--- src/rtl/idelay_group_pkg.sv ---
// idelay_group_pkg: shared definitions for the delay-tap group controller.
//   - state_e        : controller FSM states (ST_VERIFY exists only when
//                      IDELAY_GROUP_VERIFY_EN is defined)
//   - CTRL_*_BIT     : bit positions inside the CTRL register
//   - STATUS_*       : bit positions inside the STATUS register
//   - *_addr helpers : register offsets as a function of the channel count
package idelay_group_pkg;

    typedef enum logic [2:0] {
        ST_IDLE   = 3'd0,
        ST_SCAN   = 3'd1,
        ST_LOAD   = 3'd2,
        ST_WAIT   = 3'd3
`ifdef IDELAY_GROUP_VERIFY_EN
        , ST_VERIFY = 3'd4
`endif
    } state_e;

    localparam int CTRL_COMMIT_BIT  = 0;
    localparam int CTRL_FORCE_BIT   = 1;
    localparam int CTRL_CLEAR_BIT   = 2;

    localparam int STATUS_BUSY_BIT  = 0;
    localparam int STATUS_ERROR_BIT = 1;
    localparam int STATUS_FAIL_LSB  = 2;

    // First address past the shadow tap block
    function automatic int shadow_end_addr(input int channels);
        return channels;
    endfunction

    function automatic int ctrl_addr(input int channels);
        return channels;
    endfunction

    function automatic int status_addr(input int channels);
        return channels + 1;
    endfunction

endpackage

--- src/rtl/lowest_set_index.sv ---
// lowest_set_index: priority encoder returning the lowest set bit of vec.
//   vec   in  WIDTH   request vector
//   idx   out IDX_W   index of the lowest set bit (0 when none set)
//   valid out 1       at least one bit of vec is set
module lowest_set_index #(
    parameter int WIDTH = 8,
    parameter int IDX_W = 3
) (
    input  logic [WIDTH-1:0] vec,
    output logic [IDX_W-1:0] idx,
    output logic             valid
);

    logic [IDX_W-1:0] idx_s;
    logic             valid_s;

    // Scan from the top down so the lowest set bit is the last one kept
    always_comb begin
        idx_s   = '0;
        valid_s = 1'b0;
        for (int i = WIDTH - 1; i >= 0; i--) begin
            if (vec[i]) begin
                idx_s   = IDX_W'(i);
                valid_s = 1'b1;
            end else begin
                valid_s = valid_s;
            end
        end
    end

    assign idx   = idx_s;
    assign valid = valid_s;

endmodule

--- src/rtl/idelay_group_ctrl.sv ---
// idelay_group_ctrl: shadow-register front end for a bank of delay cells.
// Holds one tap value per channel; a commit walks the dirty channels in
// ascending order, strobing each cell once and waiting (bounded by TIMEOUT)
// for its done pulse.
// Optional feature: define IDELAY_GROUP_VERIFY_EN to add a VERIFY state that
// compares the cell readback with the shadow value after each load.
// Ports:
//   NATIVE_CLK, rst_n                 clock, async active-low reset
//   NATIVE_EN/WR/ADDR/DATA_IN         register request
//   NATIVE_DATA_OUT, NATIVE_READY     registered response (1 cycle later)
//   dly_load, dly_value               one-hot load strobe and shared value
//   dly_done, dly_readback            per-cell completion and current taps
//   busy, error                       sequence active, sticky failure
module idelay_group_ctrl
    import idelay_group_pkg::*;
#(
    parameter int CHANNELS   = 8,
    parameter int TAP_WIDTH  = 9,
    parameter int TIMEOUT    = 255,
    parameter int ADDR_WIDTH = $clog2(CHANNELS + 2)
) (
    input  logic                          NATIVE_CLK,
    input  logic                          rst_n,
    input  logic                          NATIVE_EN,
    input  logic                          NATIVE_WR,
    input  logic [ADDR_WIDTH-1:0]         NATIVE_ADDR,
    input  logic [TAP_WIDTH-1:0]          NATIVE_DATA_IN,
    output logic [TAP_WIDTH-1:0]          NATIVE_DATA_OUT,
    output logic                          NATIVE_READY,
    output logic [CHANNELS-1:0]           dly_load,
    output logic [TAP_WIDTH-1:0]          dly_value,
    input  logic [CHANNELS-1:0]           dly_done,
    input  logic [CHANNELS*TAP_WIDTH-1:0] dly_readback,
    output logic                          busy,
    output logic                          error
);

    localparam int IDX_W = (CHANNELS > 1) ? $clog2(CHANNELS) : 1;
    localparam logic [ADDR_WIDTH-1:0] SHADOW_END  = ADDR_WIDTH'(shadow_end_addr(CHANNELS));
    localparam logic [ADDR_WIDTH-1:0] CTRL_ADDR   = ADDR_WIDTH'(ctrl_addr(CHANNELS));
    localparam logic [ADDR_WIDTH-1:0] STATUS_ADDR = ADDR_WIDTH'(status_addr(CHANNELS));
    localparam logic [CHANNELS-1:0]   ONE_LSB     = CHANNELS'(1'b1);
    localparam logic [15:0]           TMO_LIMIT   = 16'(TIMEOUT);

    state_e                 state_r, next_state_s;
    logic [IDX_W-1:0]       ch_r;
    logic [15:0]            cnt_r;
    logic [TAP_WIDTH-1:0]   shadow_r [CHANNELS];
    logic [CHANNELS-1:0]    dirty_r;
    logic [CHANNELS-1:0]    fail_r;
    logic                   error_r;
    logic                   busy_r;
    logic                   ready_r;
    logic [TAP_WIDTH-1:0]   data_out_r;
    logic [CHANNELS-1:0]    dly_load_r;
    logic [TAP_WIDTH-1:0]   dly_value_r;

    logic                   is_shadow_s;
    logic                   wr_shadow_s;
    logic                   wr_ctrl_s;
    logic                   commit_s;
    logic                   force_s;
    logic                   clear_s;
    logic [IDX_W-1:0]       addr_idx_s;
    logic [IDX_W-1:0]       enc_idx_s;
    logic                   enc_valid_s;
    logic [TAP_WIDTH-1:0]   status_s;
    logic [TAP_WIDTH-1:0]   rd_data_s;
    logic [TAP_WIDTH-1:0]   load_val_s;
    logic                   fail_set_s;
    logic [CHANNELS-1:0]    set_mask_s;
    logic [CHANNELS-1:0]    clr_mask_s;

`ifdef IDELAY_GROUP_VERIFY_EN
    logic [TAP_WIDTH-1:0]   rb_val_s;
    assign rb_val_s = dly_readback[ch_r*TAP_WIDTH +: TAP_WIDTH];
`else
    logic                   unused_readback_s;
    assign unused_readback_s = ^dly_readback;
`endif

    assign is_shadow_s = (NATIVE_ADDR < SHADOW_END);
    assign addr_idx_s  = NATIVE_ADDR[IDX_W-1:0];
    assign wr_shadow_s = NATIVE_EN & NATIVE_WR & is_shadow_s;
    assign wr_ctrl_s   = NATIVE_EN & NATIVE_WR & (NATIVE_ADDR == CTRL_ADDR);
    assign force_s     = wr_ctrl_s & NATIVE_DATA_IN[CTRL_FORCE_BIT];
    assign commit_s    = wr_ctrl_s & (NATIVE_DATA_IN[CTRL_COMMIT_BIT] | NATIVE_DATA_IN[CTRL_FORCE_BIT]);
    assign clear_s     = wr_ctrl_s & NATIVE_DATA_IN[CTRL_CLEAR_BIT];
    // {fail_mask, error, busy}; fail bits beyond the data width are dropped
    assign status_s    = TAP_WIDTH'({fail_r, error_r, busy_r});

    lowest_set_index #(
        .WIDTH (CHANNELS),
        .IDX_W (IDX_W)
    ) u_scan (
        .vec   (dirty_r),
        .idx   (enc_idx_s),
        .valid (enc_valid_s)
    );

    // Read data mux: shadows, STATUS, zero for CTRL and unmapped addresses
    always_comb begin
        rd_data_s = '0;
        if (is_shadow_s) begin
            rd_data_s = shadow_r[addr_idx_s];
        end else if (NATIVE_ADDR == STATUS_ADDR) begin
            rd_data_s = status_s;
        end else begin
            rd_data_s = '0;
        end
    end

    // Load value with bypass, so a same-cycle write to the picked channel is not lost
    always_comb begin
        load_val_s = shadow_r[enc_idx_s];
        if (wr_shadow_s && (addr_idx_s == enc_idx_s)) begin
            load_val_s = NATIVE_DATA_IN;
        end else begin
            load_val_s = shadow_r[enc_idx_s];
        end
    end

    // Next-state logic and per-channel failure detection
    always_comb begin
        next_state_s = state_r;
        fail_set_s   = 1'b0;
        case (state_r)
            ST_IDLE: begin
                if (commit_s) begin
                    next_state_s = ST_SCAN;
                end else begin
                    next_state_s = ST_IDLE;
                end
            end
            ST_SCAN: begin
                if (enc_valid_s) begin
                    next_state_s = ST_LOAD;
                end else begin
                    next_state_s = ST_IDLE;
                end
            end
            ST_LOAD: begin
                next_state_s = ST_WAIT;
            end
            ST_WAIT: begin
                // done on the timeout cycle still counts as success
                if (dly_done[ch_r]) begin
`ifdef IDELAY_GROUP_VERIFY_EN
                    next_state_s = ST_VERIFY;
`else
                    next_state_s = ST_SCAN;
`endif
                end else if (cnt_r == TMO_LIMIT) begin
                    next_state_s = ST_SCAN;
                    fail_set_s   = 1'b1;
                end else begin
                    next_state_s = ST_WAIT;
                end
            end
`ifdef IDELAY_GROUP_VERIFY_EN
            ST_VERIFY: begin
                next_state_s = ST_SCAN;
                if (rb_val_s != shadow_r[ch_r]) begin
                    fail_set_s = 1'b1;
                end else begin
                    fail_set_s = 1'b0;
                end
            end
`endif
            default: begin
                next_state_s = ST_IDLE;
            end
        endcase
    end

    // Dirty mask updates: writes and force set bits, the LOAD cycle clears one
    always_comb begin
        set_mask_s = '0;
        clr_mask_s = '0;
        if (force_s) begin
            set_mask_s = '1;
        end else if (wr_shadow_s) begin
            set_mask_s = ONE_LSB << addr_idx_s;
        end else begin
            set_mask_s = '0;
        end
        if (state_r == ST_LOAD) begin
            clr_mask_s = ONE_LSB << ch_r;
        end else begin
            clr_mask_s = '0;
        end
    end

    // FSM state register
    always_ff @(posedge NATIVE_CLK or negedge rst_n) begin
        if (!rst_n) begin
            state_r <= ST_IDLE;
        end else begin
            state_r <= next_state_s;
        end
    end

    // Active channel capture and WAIT timeout counter
    always_ff @(posedge NATIVE_CLK or negedge rst_n) begin
        if (!rst_n) begin
            ch_r  <= '0;
            cnt_r <= 16'd0;
        end else begin
            if (state_r == ST_SCAN && enc_valid_s) begin
                ch_r <= enc_idx_s;
            end
            if (state_r == ST_WAIT && next_state_s == ST_WAIT) begin
                cnt_r <= cnt_r + 16'd1;
            end else begin
                cnt_r <= 16'd0;
            end
        end
    end

    // Shadow tap storage and dirty mask; a set in the LOAD cycle beats the clear
    always_ff @(posedge NATIVE_CLK or negedge rst_n) begin
        if (!rst_n) begin
            for (int i = 0; i < CHANNELS; i++) begin
                shadow_r[i] <= '0;
            end
            dirty_r <= '0;
        end else begin
            if (wr_shadow_s) begin
                shadow_r[addr_idx_s] <= NATIVE_DATA_IN;
            end
            dirty_r <= (dirty_r & ~clr_mask_s) | set_mask_s;
        end
    end

    // Sticky error and fail mask; clear is applied before a same-cycle failure
    always_ff @(posedge NATIVE_CLK or negedge rst_n) begin
        if (!rst_n) begin
            fail_r  <= '0;
            error_r <= 1'b0;
        end else if (fail_set_s) begin
            fail_r  <= (clear_s ? '0 : fail_r) | (ONE_LSB << ch_r);
            error_r <= 1'b1;
        end else if (clear_s) begin
            fail_r  <= '0;
            error_r <= 1'b0;
        end else begin
            fail_r  <= fail_r;
            error_r <= error_r;
        end
    end

    // Registered outputs: register response, busy and the cell load strobe
    always_ff @(posedge NATIVE_CLK or negedge rst_n) begin
        if (!rst_n) begin
            ready_r     <= 1'b0;
            data_out_r  <= '0;
            busy_r      <= 1'b0;
            dly_load_r  <= '0;
            dly_value_r <= '0;
        end else begin
            ready_r    <= NATIVE_EN;
            data_out_r <= (NATIVE_EN && !NATIVE_WR) ? rd_data_s : '0;
            busy_r     <= (next_state_s != ST_IDLE);
            if (state_r == ST_SCAN && enc_valid_s) begin
                dly_load_r  <= ONE_LSB << enc_idx_s;
                dly_value_r <= load_val_s;
            end else begin
                dly_load_r  <= '0;
                dly_value_r <= '0;
            end
        end
    end

    assign NATIVE_READY    = ready_r;
    assign NATIVE_DATA_OUT = data_out_r;
    assign dly_load        = dly_load_r;
    assign dly_value       = dly_value_r;
    assign busy            = busy_r;
    assign error           = error_r;

endmodule

--- config.mk ---
export PLATFORM = sky130hd
export DESIGN_NAME = idelay_group_ctrl
export DESIGN_NICKNAME = d
export VERILOG_FILES = /design/src/rtl/idelay_group_pkg.sv /design/src/rtl/lowest_set_index.sv /design/src/rtl/idelay_group_ctrl.sv
export SDC_FILE = /design/constraint.sdc
export NUM_CORES = 1
export LEC_CHECK = 0
export ABC_AREA = 1
export BUFFER_PORTS_ARGS = -buffer_cell sky130_fd_sc_hd__buf_2
export CAP_MARGIN = 20
export CELL_PAD_IN_SITES_DETAIL_PLACEMENT = 1
export CELL_PAD_IN_SITES_GLOBAL_PLACEMENT = 2
export CORE_UTILIZATION = 29
export CTS_CLUSTER_SIZE = 25
export DETAILED_ROUTE_END_ITERATION = 10
export GPL_TIMING_DRIVEN = 0
export PLACE_DENSITY_LB_ADDON = 0.2
export SETUP_SLACK_MARGIN = 0.3
export SLEW_MARGIN = 20
export SYNTH_ARGS = -nofsm -noshare
export SYNTH_HDL_FRONTEND = slang
export SYNTH_SLANG_ARGS = --single-unit
--- constraint.sdc ---
create_clock -name NATIVE_CLK -period 1.54 [get_ports NATIVE_CLK]
set_input_delay 0.308 -clock NATIVE_CLK [delete_from_list [all_inputs] [get_ports NATIVE_CLK]]
set_output_delay 0.308 -clock NATIVE_CLK [all_outputs]
set_load 0.02 [all_outputs]
# --- Word level (Yosys, flattened, before mapping) ---
# Index checks and enable logic that the tools add are counted.
totals:
  reg_bits: 139
  inputBits: 97
  out_inout_bits: 29
  word_cells: 107
op_classes:
  n_addsub: 1
  n_lt_le_gt_ge: 5
  eq_ne: 8
  shift: 3
  mux: 49
  n_bitwise: 13
  reduce_logical: 9
op_table:
  columns: ["operator", "count"]
  rows:
  - ["$mux 9", 10]
  - ["$bwmux 72", 1]
  - ["$bmux 9 s3", 2]
  - ["$mux 8", 6]
  - ["$demux 9 s3", 1]
  - ["$mux 3", 8]
  - ["$shl 1x3->8 const A", 3]
  - ["$add 16x1->16 const B", 1]
  - ["$eq 16x8->1 const B", 1]
  - ["$mux 16", 1]
  - ["$or 8x8->8", 2]
  - ["$mux 1", 15]
  - ["$pmux 3 s4", 1]
  - ["$eq 3x2->1 const B", 3]
  - ["$and 8x8->8", 1]
  - ["$eq 4x4->1 const B", 2]
  - ["$ge 4x4->1 const B", 2]
  - ["$not 3->4", 2]
  - ["$not 8->8", 1]
  - ["$and 1x1->1", 6]
  - ["$mux 2", 3]
  - ["$logic_and 1x1->1", 5]
  - ["$lt 3x4->1 const B", 1]
  - ["$lt 4x1->1 const B", 1]
  - ["9 further kinds", 9]

# --- Logic depth before layout (Yosys ltp) ---
depth:
  word_depth: 14
  mapped_depth: 15
  ltp_nobuf: 14

# --- Hierarchy ---
# Synthesis repeated with hierarchy kept, for this count alone.
hier_totals:
  hier_cells: 921
  hier_area_um2: 7133.1
by_module_without_submodules:
  columns: ["mod", "instances", "cells_each", "area_each_um2", "seq_area_each_um2"]
  rows:
  - ["idelay_group_ctrl", 1, 899, 7034.2, 3428.3]
  - ["lowest_set_index", 1, 22, 98.8, 0.0]

# --- Worst setup path after synthesis ---
# No wires, ideal clock.
synth_timing:
  path_kind: "reg2reg"
  startpoint: "register cnt_r[0]"
  endpoint: "register busy_r (netlist: busy)"
  setup_time_ns: 0.134
  arrival_time_ns: 1.504
  required_time_ns: 1.406
  slack_ns: -0.098
  stages_incl_launch_ff: 12
  path_buffers: 1
  synth_period_minus_slack_ns: 1.638
  path_cell_list: "dfrtp_1 ha_1 nand3_1 nor2_1 nand2_1 nor2_2 nand2_1 inv_1 nand2_1 nand3_2 buf_4 nand4_1"
synth_via:
  elab_chain_cells: 5
synth_lines:
  columns: ["item", "line_no", "text"]
  rows:
  - ["start, declared", "idelay_group_ctrl.sv:47", "logic [15:0] cnt_r;"]
  - ["start signal, assigned", "idelay_group_ctrl.sv:213", "cnt_r <= cnt_r + 16'd1;"]
  - ["$eq 16x8->1", "idelay_group_ctrl.sv:153", "end else if (cnt_r == TMO_LIMIT) begin"]
  - ["$mux 2", "idelay_group_ctrl.sv:153", null]
  - ["$mux 2", "idelay_group_ctrl.sv:147", "if (dly_done[ch_r]) begin"]
  - ["$pmux 3 s4", "idelay_group_ctrl.sv:127", "case (state_r)"]
  - ["$reduce_bool 3->1", "idelay_group_ctrl.sv:263", "busy_r <= (next_state_s != ST_IDLE);"]
  - ["end signal, assigned", "idelay_group_ctrl.sv:263", null]
  - ["end, declared", "idelay_group_ctrl.sv:52", "logic busy_r;"]
# No other way between the ends.
# A chain may end at the register's enable or synchronous reset.

# --- Worst setup path after layout ---
layout_timing:
  startpoint: "register dirty_r[2]"
  endpoint: "register dly_value_r[8] (netlist: dly_value[8])"
layout_via:
  elab_chain_cells: 9
  word_cells_on_any_way: 15
  classes_between: "1 x eq/ne; 11 x mux; 1 x bitwise; 2 x reduce/logical"
layout_lines:
  columns: ["item", "line_no", "text"]
  rows:
  - ["start, declared", "idelay_group_ctrl.sv:49", "logic [CHANNELS-1:0] dirty_r;"]
  - ["start signal, assigned", "idelay_group_ctrl.sv:231", "dirty_r <= (dirty_r & ~clr_mask_s) | set_mask_s;"]
  - ["$mux 3 (3 in a row)", "lowest_set_index.sv:22", "if (vec[i]) begin"]
  - ["$not 3->4 (implied by the code)", "idelay_group_ctrl.sv:119", "load_val_s = shadow_r[enc_idx_s];"]
  - ["$bmux 9 s3", "idelay_group_ctrl.sv:119", null]
  - ["$mux 9 (implied by the code) (2 in a row)", "idelay_group_ctrl.sv:119", null]
  - ["$mux 9", "idelay_group_ctrl.sv:116", "if (wr_shadow_s && (addr_idx_s == enc_idx_s)) begin"]
  - ["$mux 9 *", "idelay_group_ctrl.sv:264", "if (state_r == ST_SCAN && enc_valid_s) begin"]
  - ["end signal, assigned", "idelay_group_ctrl.sv:266", "dly_value_r <= load_val_s;"]
  - ["end, declared", "idelay_group_ctrl.sv:56", "logic [TAP_WIDTH-1:0] dly_value_r;"]
# Mark *: on every way between the ends. The rest lies on a longest branch, timed or not. The select of a mux whose other input is x is not followed.

==> flow_summary.ini <==
[outcome]
status = complete, but fails checks
violations = negative setup slack

[setup_path]
cp_num_buf_inv = 3
r2r-start = dirty_r[2]
critical_path.top_delay_family = simple AND/OR/NAND/NOR gates
crit_start = dirty_r[2]
crit_chain = nor2_4, inv_2, nor2_4, nand2_4, nand2_2, nand3_2, nor2_4, nand3_4, buf_8, nor2_4, nor2_1, nand2_1, inv_1
arrival_ns = 2.18
cp_max_fo = 7
max_stage_delay_ns = 0.44
critPathMostFrequentCell = nor2_4
worstSetupPathType = flop to flop
ff2ff_setup_slack_ns = -0.31
crit_slowest_cell = dfrtp_2
cp-start-kind = flop
cp.required_ns = 1.87
end_kind = flop

[logic_synthesis]
syn_area_per_cell_um2 = 8.037
synth_warnings = 0
synth-seq-cells = 137
yosysSeqAreaShare_pct = 48.69
synthesis.area_um2 = 7041
synthDistinctLibCells = 38
synth_flop_cell = dfrtp_1
syn_inst = 876
synthTopCellsByArea = dfrtp_1, nand2_1, o21ai_0, inv_1, nand3_1
yosysTopAreaCellShare_pct = 48.69
synth_fp_nets = 974
synthArstFlopShare_pct = 100.0
synth-edff-count = 0
synth_largest_area_cell = dfrtp_1

[power_and_ir_drop]
p_leak_nw = 4.849
pwr-share-clk_pct = 24.2
power_frac_comb_pct = 50.1
seqPwrFrac_pct = 25.6
p_int_w = 0.01086
p_sw_share_pct = 40.45
switchingPower_w = 0.007377
power_density_nw_per_um2 = 1731
peakVddDrop_mv = 0.7178

[grt]
antenna_found_initial = 0
grt_start_max_net_pins = 77
grt_pass1_vias = 6807
gr-total-overflow = 0
grt_pass1_wl_mm = 43.06
track_usage_pct = 24.01

[final_layout]
syn_to_final_growth_pct = 49.58
fin_cells = 1358
fillers = 2720
multi_input_area_um2 = 3789
stdcell_area_um2 = 10530
final_util_pct = 44.60
fin_nets = 1127
final_layout_size_suffix_gt1_share_pct = 36.96
ff_latch_area_um2 = 3431
n_antenna_cell = 0

[clock_tree]
cts.sinks = 137
numCtsBuffers = 17
clk_path_buf_depth = 2
cts_tree = built
clk_latency_ns = 0.44
clkTransAtPathRegs_ns = 0.06
cts.htree.levels = 4
clockRootBuffer = clkbuf_16

[min_path]
hold_path.class = input pin to flop
hold_start = NATIVE_EN

[floorplanning]
coreArea_um2 = 23610
io_pins = 126
start_util_pct = 29.82
die_h_um = 157.8
die-area_um2 = 24900
rows = 56
die-width_um = 157.8

[timing]
clock.fmax_ghz = 0.5406
finClkSkew_ns = 0.01128
hold_slack_ns = 0.03682
post-route-period-util_pct = 120.1
finalHoldViolCount = 0
rsz0062_at_grt = true
finalCriticalPeriod_ns = 1.850
slew_headroom_pct = 72.54
setup_ws_ns = -0.3099
worst_pin_slew_ns = 0.4109
setup_viol = 44
slew_viol_final = 0

[detailed_routing]
wl_mm = 28.91
dr.pass1.iters = 5
viasPerCell = 5.030
first_iter_violations = 460
drc = 0
via_count = 6831
drt-wirelength-per-cell_um = 21.29
ant_nets = 0

[place]
port_buffers = 50
gp_congestion = 0.8114
place_inst = 1246
place_hpwl_mm = 18.79
place_area_um2 = 7843

[job]
cap_viol_max_count = 0
worst paths after layout:
kind                       cells past startpoint           end
setup / recovery                              13  dly_value[8]
hold / removal                                 1  NATIVE_READY
setup reg to reg                              13  dly_value[8]
hold reg to reg                                2  shadow_r[45]
max in group asynchronous                      3   dly_load[2]
min in group asynchronous                      2  dly_value[4]
state kept, by name, indices dropped and copies added, names as in the netlist:
name             flops
shadow_r            72
cnt_r               16
NATIVE_DATA_OUT      9
dly_value            9
dirty_r              8
dly_load             8
fail_r               7
ch_r                 3
state_r              2
NATIVE_READY         1
busy                 1
error                1
area by class of cell:
cell class / count / area share, %
Clock inverter: 11 / 1.640
Buffer: 37 / 4.562
Sequential cell: 137 / 32.58
Timing Repair Buffer: 133 / 12.84
Inverter: 118 / 4.443
Clock buffer: 18 / 4.170
Multi-Input combinational cell: 585 / 35.97
Tap cell: 319 / 3.790
power groups by stage:
stage | Clock (W) | Sequential [W] | Combinational [W]
floorplan | 0 | 0.00470 | 0.00382
global placement | 0 | 0.00465 | 0.00590
detailed placement | 0 | 0.00466 | 0.00594
CTS | 0.00451 | 0.00465 | 0.00807
global route | 0.00467 | 0.00475 | 0.00977
finish | 0.00442 | 0.00467 | 0.00914
layer usage:
layer	track usage, %	share of wire, %	vias up
met5	0	0	-
met2	37.51	47	151
met4	8.091	2.7	0
met3	3.805	3.7	35
met1	33.58	46	3448
li1	-	-	3197
synthesized netlist by cell type, drive strengths merged, types with 2 or more instances:
cell / n
nand2: 197
xnor2: 3
buf: 24
o31ai: 4
a21oi: 23
nand4: 30
o221ai: 12
nor3b: 2
nor4: 4
o22ai: 14
xor2: 5
nor2: 80
inv: 117
nand3: 83
nor3: 16
o21ai: 108
clkbuf: 13
dfrtp: 137
cells in the final DEF (no fill, tap or decap), drive strengths merged:
cell / synthesis / final
nor3b: 2 / 2
dlygate4sd3: 0 / 1
nor4: 4 / 4
bufbuf: 0 / 2
clkinv: 1 / 5
nor3: 16 / 16
a21oi: 23 / 23
buf: 24 / 157
clkinvlp: 0 / 2
nand4: 30 / 30
o21a: 1 / 1
ha: 1 / 1
o31ai: 4 / 4
o221ai: 12 / 12
nand3: 83 / 83
bufinv: 0 / 4
o21ai: 108 / 108
xor2: 5 / 5
inv: 117 / 118
dfrtp: 137 / 137
nor2: 80 / 81
clkbuf: 13 / 28
o22ai: 14 / 14
nand2: 197 / 197
and3: 1 / 1
xnor2: 3 / 3
kinds of logic (layout without fill, tap and decap cells):
family | after synthesis | after routing | share of synthesized area (%)
simple gates | 413 | 414 | 27.95
fa+ha+maj | 1 | 1 | 0.1777
xor+xnor | 8 | 8 | 0.9952
buf+inv | 155 | 317 | 9.437
flops | 137 | 137 | 48.69
compound gates | 162 | 162 | 12.74
timing repair:
item,CTS,global route
endpoints found under the hold margin,61,0
cloned,5,1
pin swaps,34,49
buffers inserted,44,32
hold buffers,1,0
resized for setup,230,118
setup endpoints to repair,164,205
stage by stage:
stage	worst slack [ns]	setup TNS [ns]	total power, W
detailed placement	-0.8227	-66.76	0.01059
global placement	-1.979	-334.42	0.01055
floorplan	-0.01407	-0.04296	0.008520
global route	-0.3956	-10.99	0.01919
finish	-0.3099	-7.062	0.01823
CTS	-0.2905	-5.536	0.01723
(Power assumes the default switching activity.)
